--- config.mk ---
export PLATFORM = sky130hd
export DESIGN_NAME = muxcont_rr
export DESIGN_NICKNAME = d
export VERILOG_FILES = /design/src/rtl/noc_pkg.sv /design/src/rtl/rr_arb.sv /design/src/rtl/muxcont_rr.sv
export SDC_FILE = /design/constraint.sdc
export NUM_CORES = 1
export LEC_CHECK = 0
export ABC_CLOCK_PERIOD_IN_PS = 16300
export BUFFER_PORTS_ARGS = -buffer_cell sky130_fd_sc_hd__buf_4
export CORE_ASPECT_RATIO = 1.2
export CORE_MARGIN = 2
export CORE_UTILIZATION = 50
export CTS_BUF_LIST = sky130_fd_sc_hd__clkbuf_4 sky130_fd_sc_hd__clkbuf_8
export CTS_CLUSTER_DIAMETER = 100
export DETAILED_ROUTE_END_ITERATION = 12
export PLACE_DENSITY = 0.7
export SLEW_MARGIN = 20
export SYNTH_ARGS = -nofsm -noshare
export SYNTH_HDL_FRONTEND = slang
export SYNTH_SLANG_ARGS = --single-unit
--- constraint.sdc ---
create_clock -name clk -period 16.3 [get_ports clk]
set_input_delay 3.26 -clock clk [delete_from_list [all_inputs] [get_ports clk]]
set_output_delay 3.26 -clock clk [all_outputs]
set_load 0.01 [all_outputs]
--- src/rtl/noc_pkg.sv ---
// Shared router types and helpers: arbitration FSM states, default port-field
// width and a one-hot encoder.
`default_nettype none

package noc_pkg;

  typedef enum logic [0:0] {
    IDLE = 1'b0,
    LOCK = 1'b1
  } state_e;

  localparam int PORTW_DEF = 3;

  // Up to 32 ports; callers cast the result down to their own port count.
  function automatic logic [31:0] onehot(input int idx, input int nport);
    logic [31:0] v;
    v = '0;
    if (idx >= 0 && idx < nport && idx < 32) v[idx] = 1'b1;
    return v;
  endfunction

endpackage

`default_nettype wire

--- src/rtl/rr_arb.sv ---
// Combinational rotating-priority arbiter: the first set request at or above
// ptr, wrapping modulo N, wins.
`default_nettype none

module rr_arb #(
  parameter  int N  = 5,
  localparam int PW = (N > 1) ? $clog2(N) : 1
) (
  input  logic [N-1:0]  req,
  input  logic [PW-1:0] ptr,
  output logic [N-1:0]  grt,
  output logic [PW-1:0] idx
);

  always_comb begin
    logic found;
    int   pos;
    grt   = '0;
    idx   = '0;
    found = 1'b0;
    for (int k = 0; k < N; k++) begin
      pos = (int'(ptr) + k) % N;
      if (!found && req[pos]) begin
        found    = 1'b1;
        grt[pos] = 1'b1;
        idx      = PW'(pos);
      end
    end
  end

endmodule

`default_nettype wire

--- src/rtl/muxcont_rr.sv ---
// Output-port mux controller: rotating-priority arbitration with wormhole
// locking, downstream credit gating and a registered crossbar select.
`default_nettype none

module muxcont_rr
  import noc_pkg::*;
#(
  parameter int NPORT   = 5,
  parameter int PORTW   = PORTW_DEF,
  parameter int PORTID  = 0,
  parameter int CREDITS = 4
) (
  input  logic                   clk,
  input  logic                   rst_,
  input  logic [NPORT*PORTW-1:0] dst,
  input  logic [NPORT-1:0]       req,
  input  logic [NPORT-1:0]       tail,
  input  logic                   credit_in,
  output logic [NPORT-1:0]       grt,
  output logic [NPORT-1:0]       sel,
  output logic                   out_vld,
  output logic                   credit_err
);

  localparam int PW = (NPORT > 1) ? $clog2(NPORT) : 1;
  localparam int CW = $clog2(CREDITS + 1);

  state_e           state_q, state_d;
  logic [PW-1:0]    ptr_q, ptr_d;
  logic [PW-1:0]    owner_q, owner_d;
  logic [CW-1:0]    credit_q, credit_d;
  logic             err_q, err_d;
  logic [NPORT-1:0] sel_q;
  logic             vld_q;

  logic [NPORT-1:0] m;
  logic [NPORT-1:0] arb_grt;
  logic [PW-1:0]    arb_idx;
  logic [NPORT-1:0] owner_oh;
  logic             xfer;

  function automatic logic [PW-1:0] wrap_inc(input logic [PW-1:0] v);
    return (int'(v) == NPORT - 1) ? '0 : v + 1'b1;
  endfunction

  always_comb begin
    m = '0;
    for (int i = 0; i < NPORT; i++)
      m[i] = req[i] && (dst[i*PORTW +: PORTW] == PORTW'(PORTID));
  end

  rr_arb #(.N(NPORT)) u_arb (
    .req (m),
    .ptr (ptr_q),
    .grt (arb_grt),
    .idx (arb_idx)
  );

  assign owner_oh = NPORT'(onehot(int'(owner_q), NPORT));

  // Grants are suppressed while reset is held so an aborted packet cannot
  // slip a flit through before the FSM is released.
  always_comb begin
    grt = '0;
    if (rst_ && credit_q != '0) begin
      if (state_q == IDLE)   grt = arb_grt;
      else if (m[owner_q])   grt = owner_oh;
    end
  end

  assign xfer = |grt;

  always_comb begin
    state_d = state_q;
    ptr_d   = ptr_q;
    owner_d = owner_q;
    case (state_q)
      IDLE: begin
        if (xfer) begin
          if (tail[arb_idx]) begin
            ptr_d = wrap_inc(arb_idx);
          end else begin
            state_d = LOCK;
            owner_d = arb_idx;
          end
        end
      end
      LOCK: begin
        if (xfer && tail[owner_q]) begin
          state_d = IDLE;
          ptr_d   = wrap_inc(owner_q);
        end
      end
      default: state_d = IDLE;
    endcase
  end

  always_comb begin
    credit_d = credit_q;
    err_d    = err_q;
    if (xfer && !credit_in) begin
      credit_d = credit_q - 1'b1;
    end else if (credit_in && !xfer) begin
      if (credit_q == CW'(CREDITS)) err_d    = 1'b1;
      else                          credit_d = credit_q + 1'b1;
    end
  end

  always_ff @(posedge clk or negedge rst_) begin
    if (!rst_) begin
      state_q  <= IDLE;
      ptr_q    <= '0;
      owner_q  <= '0;
      credit_q <= CW'(CREDITS);
      err_q    <= 1'b0;
      sel_q    <= '0;
      vld_q    <= 1'b0;
    end else begin
      state_q  <= state_d;
      ptr_q    <= ptr_d;
      owner_q  <= owner_d;
      credit_q <= credit_d;
      err_q    <= err_d;
      sel_q    <= grt;
      vld_q    <= xfer;
    end
  end

  assign sel        = sel_q;
  assign out_vld    = vld_q;
  assign credit_err = err_q;

endmodule

`default_nettype wire

==> results of run 1 <==
[metal layers]
layer | vias to the layer above | global-route usage | share of wire | wire length (um)
met5 | - | 0 | 0 | 0
met4 | 0 | 0.0848 | 0.020 | 193
met3 | 18 | 0.0182 | 0.038 | 368
met2 | 103 | 0.497 | 0.52 | 5100
met1 | 1707 | 0.322 | 0.42 | 4120
li1 | 1770 | - | - | -
[worst register-to-register path, delay by kind of cell (launching register included)]
family          cells  cell delay [ps]
fa+ha+maj           6             1940
simple gates        7             2090
flops               1              600
compound gates      9             2110
buf+inv             6              930
[final timing paths]
| kind | startpoint | to |
|---|---|---|
| max | ptr_q[1] | grt[0] |
| min | credit_err | credit_err |
| max reg2reg | ptr_q[1] | credit_q[2] |
| min reg2reg | credit_err | credit_err |
| max in group asynchronous | rst_ | credit_q[2] |
| min in group asynchronous | rst_ | sel[4] |
[state kept, by name, indices dropped and copies added (netlist names)]
signal	flops
state_q	1
owner_q	3
sel	5
credit_err	1
ptr_q	3
credit_q	3
out_vld	1
[layout make-up]
cell class	instances	area, um^2
Clock inverter	1	5.00
Tap cell	87	109
Fill cell	641	2900
Multi-Input combinational cell	376	2790
Inverter	32	120
Timing Repair Buffer	46	345
Clock buffer	3	41.3
Sequential cell	17	427
[layout by cell type, fill, tap and decap left out, types with 4 or more instances in the layout]
master                     instances
sky130_fd_sc_hd__buf_4            46
sky130_fd_sc_hd__a211oi_1          6
sky130_fd_sc_hd__a31o_2            5
sky130_fd_sc_hd__nor4b_1           5
sky130_fd_sc_hd__mux2i_1          10
sky130_fd_sc_hd__nor4_1            9
sky130_fd_sc_hd__o31ai_1          10
sky130_fd_sc_hd__o21a_1            5
sky130_fd_sc_hd__nor2b_1           8
sky130_fd_sc_hd__o22ai_1           5
sky130_fd_sc_hd__or4b_2            4
sky130_fd_sc_hd__o211ai_1          9
sky130_fd_sc_hd__o21ai_0          20
sky130_fd_sc_hd__nand3_1          16
sky130_fd_sc_hd__nand4_1           8
sky130_fd_sc_hd__or3_1             9
sky130_fd_sc_hd__a21o_1            7
sky130_fd_sc_hd__nor2_1           33
sky130_fd_sc_hd__inv_1            31
sky130_fd_sc_hd__and3_1            4
sky130_fd_sc_hd__a21oi_1          27
sky130_fd_sc_hd__dfrtp_1          16
sky130_fd_sc_hd__nor3_1           15
sky130_fd_sc_hd__nand2_1          31
sky130_fd_sc_hd__mux2_2            5
sky130_fd_sc_hd__a31oi_1           8
sky130_fd_sc_hd__nand2b_1          4
sky130_fd_sc_hd__xor2_1            4
sky130_fd_sc_hd__ha_1             35
[metrics by stage]
stage          instances   util
4_1_cts              562  0.569
3_3_place_gp         558  0.563
2_1_floorplan        445      -
3_5_place_dp         558  0.563
5_1_grt              562  0.569
6_report             562  0.569
[kinds of logic (layout without fill, tap and decap cells)]
family                     Yosys count  after routing
and+or+nand+nor                    164            164
AOI/OAI and AO/OA                  151            151
buffers and inverters               52             82
adders and majority gates           36             36
muxes                               17             17
DFF                                 17             17
xor gates and xnor gates             8              8
==> run summary, run 1 <==
TritonCTS built the clock tree. Final-report hold violation count: 0. Data on the critical path is required at its endpoint by 13040 ps. On the final layout, the worst clock skew is 6.39 ps.

By count the netlist is led by 35 x sky130_fd_sc_hd__ha_1, 33 x sky130_fd_sc_hd__nor2_1, 31 x sky130_fd_sc_hd__inv_1, 31 x sky130_fd_sc_hd__nand2_1, 27 x sky130_fd_sc_hd__a21oi_1. Global router's overall resource usage: 0.267. The most used flip-flop cell after synthesis is sky130_fd_sc_hd__dfrtp_1.

The die covers 7520 um^2. The synthesized-area fraction occupied by adder cells works out to 0.134. After synthesis, the cell types taking the most area are sky130_fd_sc_hd__ha_1 13%, sky130_fd_sc_hd__dfrtp_1 12%, sky130_fd_sc_hd__a21oi_1 4.0%.

The worst slack at placement came out at 6680 ps. In this run the tool buffered the top-level ports with 39 buffer cells. The final layout contains 540 nets. The worst hold path stage count works out to 1. For this run, design rule violations remaining after detail routing come to 0. The portion of netlist area occupied by mux cells was 0.0545; the critical path arrival was 6700 ps. The slew at the pin closest to its max-slew limit was 840 ps; the synthesized area per cell was 7.68 um^2. Depth of the worst register-to-register path: 28. Number of H-tree levels: 1.

Start-to-end type of the worst setup path: reg -> out. The proportion of layout cells with a drive suffix above 1 came out at 0.189. The TritonCTS buffer count was 3. The slowest stage of the critical path is the sky130_fd_sc_hd__dfrtp_1 cell. Yosys printed 0 warnings. The critical path crosses 20 cells after its start point. Once routing completed, OpenROAD measured the worst setup slack at 6340 ps. Hold timing on the final database bottoms out at a slack of 478 ps. After clock tree synthesis, the clock-pin slew on the worst setup and hold paths is 70 ps. The final HPWL from detailed placement is 7.84 mm.

The residual antenna-violating net count after detailed routing was 0; the max-slew violation count was 0. The detailed-route wire length per cell is 17.4 um, and the site row count is 33. The worst setup path is captured at a primary output. The post-route standard cell area excluding fillers came out at 3830 um^2.

The count of inserted antenna diode cells was 0. The dominant cell by count in the synthesized netlist is sky130_fd_sc_hd__ha_1. The longest clock path from root to sink contains 2 buffers. The number of buffers and inverters on the critical path was 5; the total of hold buffers inserted after clock tree synthesis was 0. The signal on the critical path passes through inv_1 -> ha_1 -> inv_1 -> ha_1 -> inv_1 -> ha_1 -> nor3_1 -> o21a_1 -> or2_0 -> ha_1 -> inv_1 -> a2111oi_0 -> a31oi_1 -> a21o_1 -> a31oi_1 -> a32oi_2 -> nand3b_2 -> nor4_1 -> o31a_1 -> buf_4.

Maximum fanout encountered on the critical timing path: 16. The run gives 445 as the gate count of the mapped netlist. The flow ran to the end, and the final reports show no timing, DRC or antenna violations.

The detailed router finished its first iteration with 280 violations. The wire length of the first global-routing pass was 16.3 mm; the area overhead of the layout relative to synthesis was 12.1%. The total overflow left after global routing is 0. The flop and latch count out of synthesis was 17. In this run the worst hold path is classified as reg -> reg. Max-cap violations in this run came to 0. For the worst max-slew margin expressed relative to the limit, the log shows 0.432. Counting every sink on the clock net gives 17. For this run, the detailed router's first-pass iteration total came to 5.

After synthesis, the largest family of logic cells by area is compound AO/OA/AOI/OAI gates. The congestion estimate from routability-driven global placement came to 0.969. The area share of the largest cell type after synthesis came out at 0.128.

The post-synthesis compound-gate area fraction is 0.337, and the slack of the worst reg-to-reg path is 8540 ps. Adding up every negative setup slack in the final design gives 0 ps. The synthesized-area fraction occupied by and/or/nand/nor cells is 0.266, and the maximum clock rate is 100 MHz. Setup repair after global routing left no endpoint under its margin. Buffers added to address setup during post-CTS repair amount to 0. Summing all placed instances gives a cell area of 3790 um^2.

The netlist uses 83 different library cells. The floorplan step defined a core boundary enclosing 6730 um^2. 40 I/O pins were placed. The later pin in the worst-skew pair is clocked with a latency of 250 ps. Initial antenna violation count: 0. The post-cts gate resize count came out at 0. The buffer cell driving the clock tree root is sky130_fd_sc_hd__clkbuf_8.

The via count was 3598. The post-synthesis cell type with the largest combined area is sky130_fd_sc_hd__ha_1. The biggest cell delay along the critical path was 600 ps; the die extent in y was 94.6 um. Ratio of routed vias to standard cells: 6.40. The tools report the total nets after synthesis as 509. The die boundary width was 79.5 um; the sequential element share of the synthesized area was 0.125. The logs give 3486 for the number of global-route vias before repair and 0.508 for the initial cell density of the core. The kind of cell adding the most delay to the critical path was compound AO/OA/AOI/OAI gates.

The share of the synthesized netlist area taken by xor and xnor gates came out at 0.0227. Counting I/O delays and the setup requirement, the final critical path takes 9960 ps. STA classifies the critical path startpoint as a flip-flop. The async set-reset flop share out of synthesis was 1.00; the number of flops mapped to enable cells by yosys was 0. The cell area that synthesis handed to floorplanning was 3420 um^2. Setup violations remaining at the end of the flow were counted as 0. The period utilization came out at 0.611.

Wires add up to 9.79 mm. The largest net degree at the start of global routing came out at 40.
Power of run 1 is not shown: default switching activity piles up to over one toggle a cycle in this logic, so the estimate is an artifact.
==> run 2: changes to the inputs <==
- ABC_CLOCK_PERIOD_IN_PS: 16300 -> 8900
- PLACE_DENSITY: 0.7 -> 0.73
- clock period: 16.3 -> 8.9 ns (I/O delays scaled with it)
==> run 2 against run 1 <==
Net effect: first-iteration DRC count fell by 0.36%; routed wire length grew 1.8%; count of clock-buffer cells in the layout unchanged; utilization is the same; non-clock buffer count stayed put; clock skew shrank 4.0 ps; highest routed layer unchanged.
==> run summary, run 2 (synthesis gave the netlist of run 1 again) <==
The flow ran to the end, and the final reports show no timing, DRC or antenna violations. The largest net degree at the start of global routing is 39 (-2.5%). The root buffer cell chosen for the clock tree is sky130_fd_sc_hd__clkbuf_8.

The number of global-route vias before repair is 3503 (+0.49%), and the number of H-tree levels is 1 (unchanged). The site row count was 33 (unchanged); the count of unresolved DRC violations after routing was 0 (unchanged). The tools report the clock tree skew after final layout as 2.35 ps (-4.04 ps). The run gives 0 (unchanged) as the max-slew violation count.

The initial cell density of the core was 0.508 (unchanged); the number of I/O pins was 40 (unchanged). The start-to-end type of the worst setup path is reg -> out. The ratio of routed vias to standard cells works out to 6.55 (+2.3%). The signal on the critical path passes through inv_1 -> ha_1 -> inv_1 -> ha_1 -> nor3_1 -> o21a_1 -> or2_0 -> ha_1 -> inv_1 -> a2111oi_0 -> a31oi_1 -> a21o_1 -> a31oi_1 -> a32oi_2 -> nand3b_2 -> nor4_1 -> o31a_1 -> buf_4. The die outline area is 7520 um^2 (unchanged).

The run gives 2 (unchanged) as the clock tree buffer depth. The biggest cell delay along the critical path works out to 770 ps (+170 ps). The setup total negative slack came out at 0 ps (unchanged). The total of hold buffers inserted after clock tree synthesis came out at 0 (unchanged). The slew at the pin closest to its max-slew limit was 888 ps (+48.3 ps); the worst max-slew margin expressed relative to the limit was 0.399 (-0.0327).

For the final-report hold violation count, the log shows 0 (unchanged). The tightest min-delay check is of the reg -> reg type. The clock transition at the register clock pins on the worst setup and hold paths after CTS is 70 ps (about the same).

The kind of cell adding the most delay to the critical path was compound AO/OA/AOI/OAI gates. The total congestion overflow after global routing is 0 (unchanged), and the total length of routed wires is 9.96 mm (+1.8%). For the global placement routability congestion, the log shows 0.943 (-2.6%). The period utilization is 0.904. The proportion of layout cells with a drive suffix above 1 works out to 0.189 (unchanged).

The logs give 6730 um^2 (unchanged) for the core footprint and 3682 (+2.3%) for the via count. Based on the critical path, the design can be clocked at up to 124 MHz. Die boundary width: 79.5 um (unchanged).

Setup repair after global routing left no endpoint under its margin. The detailed-route wire length per cell was 17.7 um (+1.8%); the final HPWL from detailed placement was 7.88 mm (+0.45%). TritonCTS built the clock tree. The TritonCTS buffer count is 3 (unchanged), and the maximum fanout encountered on the critical timing path is 21 (+5).

STA classifies the critical path endpoint as a primary output. The final net count was 540 (unchanged). The most frequent standard cell in the layout excluding fill and tap cells was sky130_fd_sc_hd__buf_4.

The post-cts gate resize count was 0 (unchanged); the count of input and output buffers was 39 (unchanged). The number of buffers and inverters on the critical path is 4 (-1), and the starting DRC count in detailed routing is 279 (-0.36%). The area overhead of the layout relative to synthesis is 12.1% (unchanged).

The flip-flop count of the largest register, all copies and words added came out at 5 (unchanged). The residual antenna-violating net count after detailed routing was 0 (unchanged); the max capacitance violation total was 0 (unchanged). The global router's overall resource usage was 0.272 (+0.00529); the count of inserted antenna diode cells was 0 (unchanged). The top cell types in the final layout, fill and taps aside, are 46 x sky130_fd_sc_hd__buf_4, 35 x sky130_fd_sc_hd__ha_1, 33 x sky130_fd_sc_hd__nor2_1. The die extent in y was 94.6 um (unchanged). The logs give 260 ps (about the same) for the clock insertion delay at the later pin of the skew report and 646 (+0.78%) for the filler cell count in the final layout.

For the required arrival time at the worst endpoint, the log shows 7120 ps (-5920 ps). The initial antenna violation count came out at 0 (unchanged). The tools report the startpoint type of the worst setup path as a flip-flop.

The logs give 0 (unchanged) for the setup fix buffers added after clock tree synthesis and 855 ps (-5480 ps) for the post-route worst setup slack. Subtracting the final worst setup slack from the clock period gives 8040 ps. Final-report setup violation count: 0 (unchanged). The run gives 6260 ps (-440 ps) as the critical path arrival.

The first-pass iteration count of the detailed router came out at 5 (unchanged). The tools report the wire length of the first global-routing pass as 16.5 mm (+1.1%). The largest individual stage delay along the critical path comes from the cell sky130_fd_sc_hd__ha_1. The number of clock sinks was 17 (unchanged); the worst slack at placement was 1260 ps (-5420 ps).
==> run 2: cell counts in the layout (fill, tap and decap cells not counted) <==
No cell type changed its count.
==> run 2: path summary, 6_finish.rpt <==
kind | startpoint | endpoint | slack (ps) | cells past startpoint
max in group asynchronous | rst_ | credit_q[2] | 7260 | 1
max reg2reg | ptr_q[1] | credit_q[2] | 1360 | 26
min in group asynchronous | rst_ | credit_q[1] | 1380 | 1
min reg2reg | credit_err | credit_err | 490 | 1
min | credit_err | credit_err | 490 | 1
max | ptr_q[1] | grt[0] | 860 | 18
==> run 2: metal layers <==
layer	vias up	part of all wire	track usage
li1	1770	-	-
met1	1744	0.41	0.318
met2	132	0.50	0.482
met3	36	0.045	0.0315
met4	0	0.043	0.145
met5	-	0	0
==> run 2: per-stage QoR <==
step / instances / instance area [um^2] / hold slack (ps) / utilization
6_report: 562 / 3830 / 485 / 0.569
5_1_grt: 562 / 3830 / 501 / 0.569
4_1_cts: 562 / 3830 / 489 / 0.569
3_5_place_dp: 558 / 3790 / 473 / 0.563
3_3_place_gp: 558 / 3790 / 467 / 0.563
2_1_floorplan: 445 / 3420 / 512 / -
==> run 2: final cells by class <==
cell class,count,area (um^2),share of cell area
clock buffer,3,41.3,0.0108
clock inverter,1,5.00,0.00131
inverter,32,120,0.0313
multi-input combinational,376,2790,0.727
sequential,17,427,0.111
tap,87,109,0.0284
timing repair buffer,46,345,0.0901
Power of run 2 is left out for the same reason.
==> run 3: changes to the inputs <==
- ABC_CLOCK_PERIOD_IN_PS: 8900 -> 7700
- PLACE_DENSITY: 0.73 -> 0.7
- clock period: 8.9 -> 7.7 ns (I/O delays scaled with it)
==> run 3 against run 2 <==
Net effect: global-route usage fell by 0.40 points; flip-flop and latch count did not move; clock skew rose by 0.50 ps; final cell count rose by 0.71%; count of clock-buffer cells in the layout did not move; routed wire length rose by 0.85%; critical path type unchanged; critical endpoint is now grt[1]; largest cell class unchanged.
==> run summary, run 3 (synthesis gave the netlist of run 1 again) <==
Static timing analysis puts the maximum clock frequency at 139 MHz. The start-to-end type of the worst setup path is reg -> out. The tree is rooted in a sky130_fd_sc_hd__clkbuf_8. The run gives 0 (unchanged) as the max capacitance violation total.

Leaving out fill and tap cells, the most frequent cells in the layout are 50 x sky130_fd_sc_hd__buf_4, 35 x sky130_fd_sc_hd__ha_1, 33 x sky130_fd_sc_hd__nor2_1. The wire length of the first global-routing pass came out at 16.5 mm (-0.25%). The setup total negative slack is 0 ps (unchanged), and the clock tree buffer depth is 2 (unchanged).

The cell at the slowest stage of the critical path was sky130_fd_sc_hd__ha_1. The tools report the clock tree skew after final layout as 2.85 ps (+0.502 ps). The final-report hold violation count was 0 (unchanged).

The die extent in y was 94.6 um (unchanged). The initial cell density of the core is 0.508 (unchanged), and the max-slew violation count is 0 (unchanged). The tools report the worst max-slew margin expressed relative to the limit as 0.417 (+0.0178).

Startpoint type of the worst setup path: a flip-flop. The count of unresolved DRC violations after routing is 0 (unchanged). The largest net degree at the start of global routing is 39 (unchanged), and the maximum fanout encountered on the critical timing path is 9 (-57%).

The die outline area was 7520 um^2 (unchanged); the clock transition at the register clock pins on the worst setup and hold paths after CTS was 70 ps (about the same). The tools report the initial antenna violation count as 0 (unchanged). The biggest cell delay along the critical path came out at 440 ps (-330 ps).

STA classifies the critical path endpoint as a primary output. The critical path arrival came out at 5660 ps (-600 ps). The final net count is 544 (+0.74%), and the depth of the worst register-to-register path is 28 (+7.7%). The worst hold path stage count works out to 1 (unchanged). The proportion of layout cells with a drive suffix above 1 was 0.203 (+0.0130); the register area was 427 um^2 (unchanged). The area overhead of the layout relative to synthesis was 13.4%; the site row count was 33 (unchanged). The flow ran to the end, and the final reports show no timing, DRC or antenna violations. The die boundary width is 79.5 um (unchanged). The count of inserted antenna diode cells is 0 (unchanged), and the flip-flop count of the largest register, all copies and words added is 5 (unchanged).

Setup repair after global routing left no endpoint under its margin. Clock insertion delay at the later pin of the skew report: 260 ps (about the same). The run gives 5 (unchanged) as the first-pass iteration count of the detailed router. In this run the worst hold path is classified as reg -> reg.

The slew at the pin closest to its max-slew limit is 862 ps (-26.3 ps). The total congestion overflow after global routing was 0 (unchanged). The final HPWL from detailed placement was 7.92 mm (+0.60%); the period utilization was 0.935. The global placement routability congestion came out at 0.985 (+4.4%). For the filler cell count in the final layout, the log shows 636 (-1.5%). The ratio of routed vias to standard cells is 6.55 (about the same), and the TritonCTS buffer count is 3 (unchanged). The count of input and output buffers came out at 39 (unchanged). The final-report setup violation count is 0 (unchanged). The signal on the critical path passes through inv_1 -> ha_1 -> inv_1 -> ha_1 -> inv_1 -> ha_1 -> nor3_2 -> o21a_1 -> or2_1 -> ha_1 -> inv_1 -> nor2_1 -> a2bb2oi_4 -> mux2i_2 -> nand3_1 -> a32oi_2 -> and2_1 -> a221oi_1 -> a221oi_2 -> buf_4. Routing usage on met2: 0.482 (+0.000700).

The run gives 0.330 (+0.0117) as the met1 track demand over resource. The tools report the global router's overall resource usage as 0.268 (-0.00402). The tools report the number of global-route vias before repair as 3480 (-0.66%). The layer flagged by global routing as most heavily used is met2.

For the starting DRC count in detailed routing, the log shows 236 (-15%). TritonCTS built the clock tree. The detailed-route wire length per cell was 17.8 um (+0.14%).

The tools report the residual antenna-violating net count after detailed routing as 0 (unchanged). The number of I/O pins was 40 (unchanged); the number of H-tree levels was 1 (unchanged). The library cell used most frequently in the layout, excluding fill and tap cells, is sky130_fd_sc_hd__buf_4. The multi-input gate area in the final layout came out at 2800 um^2 (+0.54%).

For the number of clock sinks, the log shows 17 (unchanged). The via count was 3705 (+0.62%); the final period demand of the worst path was 7200 ps. For the core footprint, the log shows 6730 um^2 (unchanged). The tools report the required arrival time at the worst endpoint as 6160 ps (-960 ps). The setup fix buffers added after clock tree synthesis was 0 (unchanged).

The run gives 0.0172 (-0.0143) as the met3 track demand over resource. The tools report the total length of routed wires as 10.0 mm (+0.85%).
==> run 3: cell types whose count changed in the layout (fill, tap and decap cells not counted), sizes merged <==
cell / previous run / this run
buf: 46 / 50
==> run 3: area by class of cell <==
class / count / share of cell area
multi-input cells: 376 / 0.722
clock buffers: 3 / 0.0106
inverters: 32 / 0.0310
clock inverters: 1 / 0.00129
flip-flops and latches: 17 / 0.110
well taps: 87 / 0.0281
repair buffers: 50 / 0.0968
==> run 3: worst paths after layout <==
check	startpoint	end	slack, ps
min in group asynchronous	rst_	credit_q[1]	1140
setup / recovery	ptr_q[0]	grt[1]	500
hold / removal	credit_err	credit_err	480
setup reg to reg	ptr_q[0]	credit_q[2]	740
max in group asynchronous	rst_	credit_q[2]	6300
hold reg to reg	credit_err	credit_err	480
==> run 3: through the flow <==
stage	std cells	util	area (um^2)	setup slack, ps	hold WS, ps
floorplan	445	-	3420	1030	512
global placement	562	0.567	3820	884	459
detailed placement	562	0.567	3820	666	461
CTS	566	0.574	3860	383	487
global route	566	0.576	3880	106	504
finish	566	0.576	3880	497	482
==> run 3: per-layer routing <==
| layer | vias up | wire [um] | share of wire |
|---|---|---|---|
| met5 | - | 0 | 0 |
| met4 | 0 | 325 | 0.032 |
| met3 | 34 | 487 | 0.048 |
| met2 | 138 | 5000 | 0.50 |
| met1 | 1752 | 4240 | 0.42 |
| li1 | 1781 | - | - |
==> run 3: repair_timing <==
| item | CTS | global route |
|---|---|---|
| endpoints found under the setup margin | 0 | 5 |
| hold buffers | 0 | 0 |
| resized for setup | 0 | 5 |
==> run 3: critical path, delay by kind of cell, from the launching register on <==
| family | cells | cell delay, ps |
|---|---|---|
| fa+ha+maj | 4 | 1290 |
| mux | 1 | 360 |
| buf+inv | 5 | 810 |
| flops | 1 | 380 |
| simple gates | 5 | 1190 |
| compound gates | 5 | 1370 |
Power of run 3 is left out for the same reason.
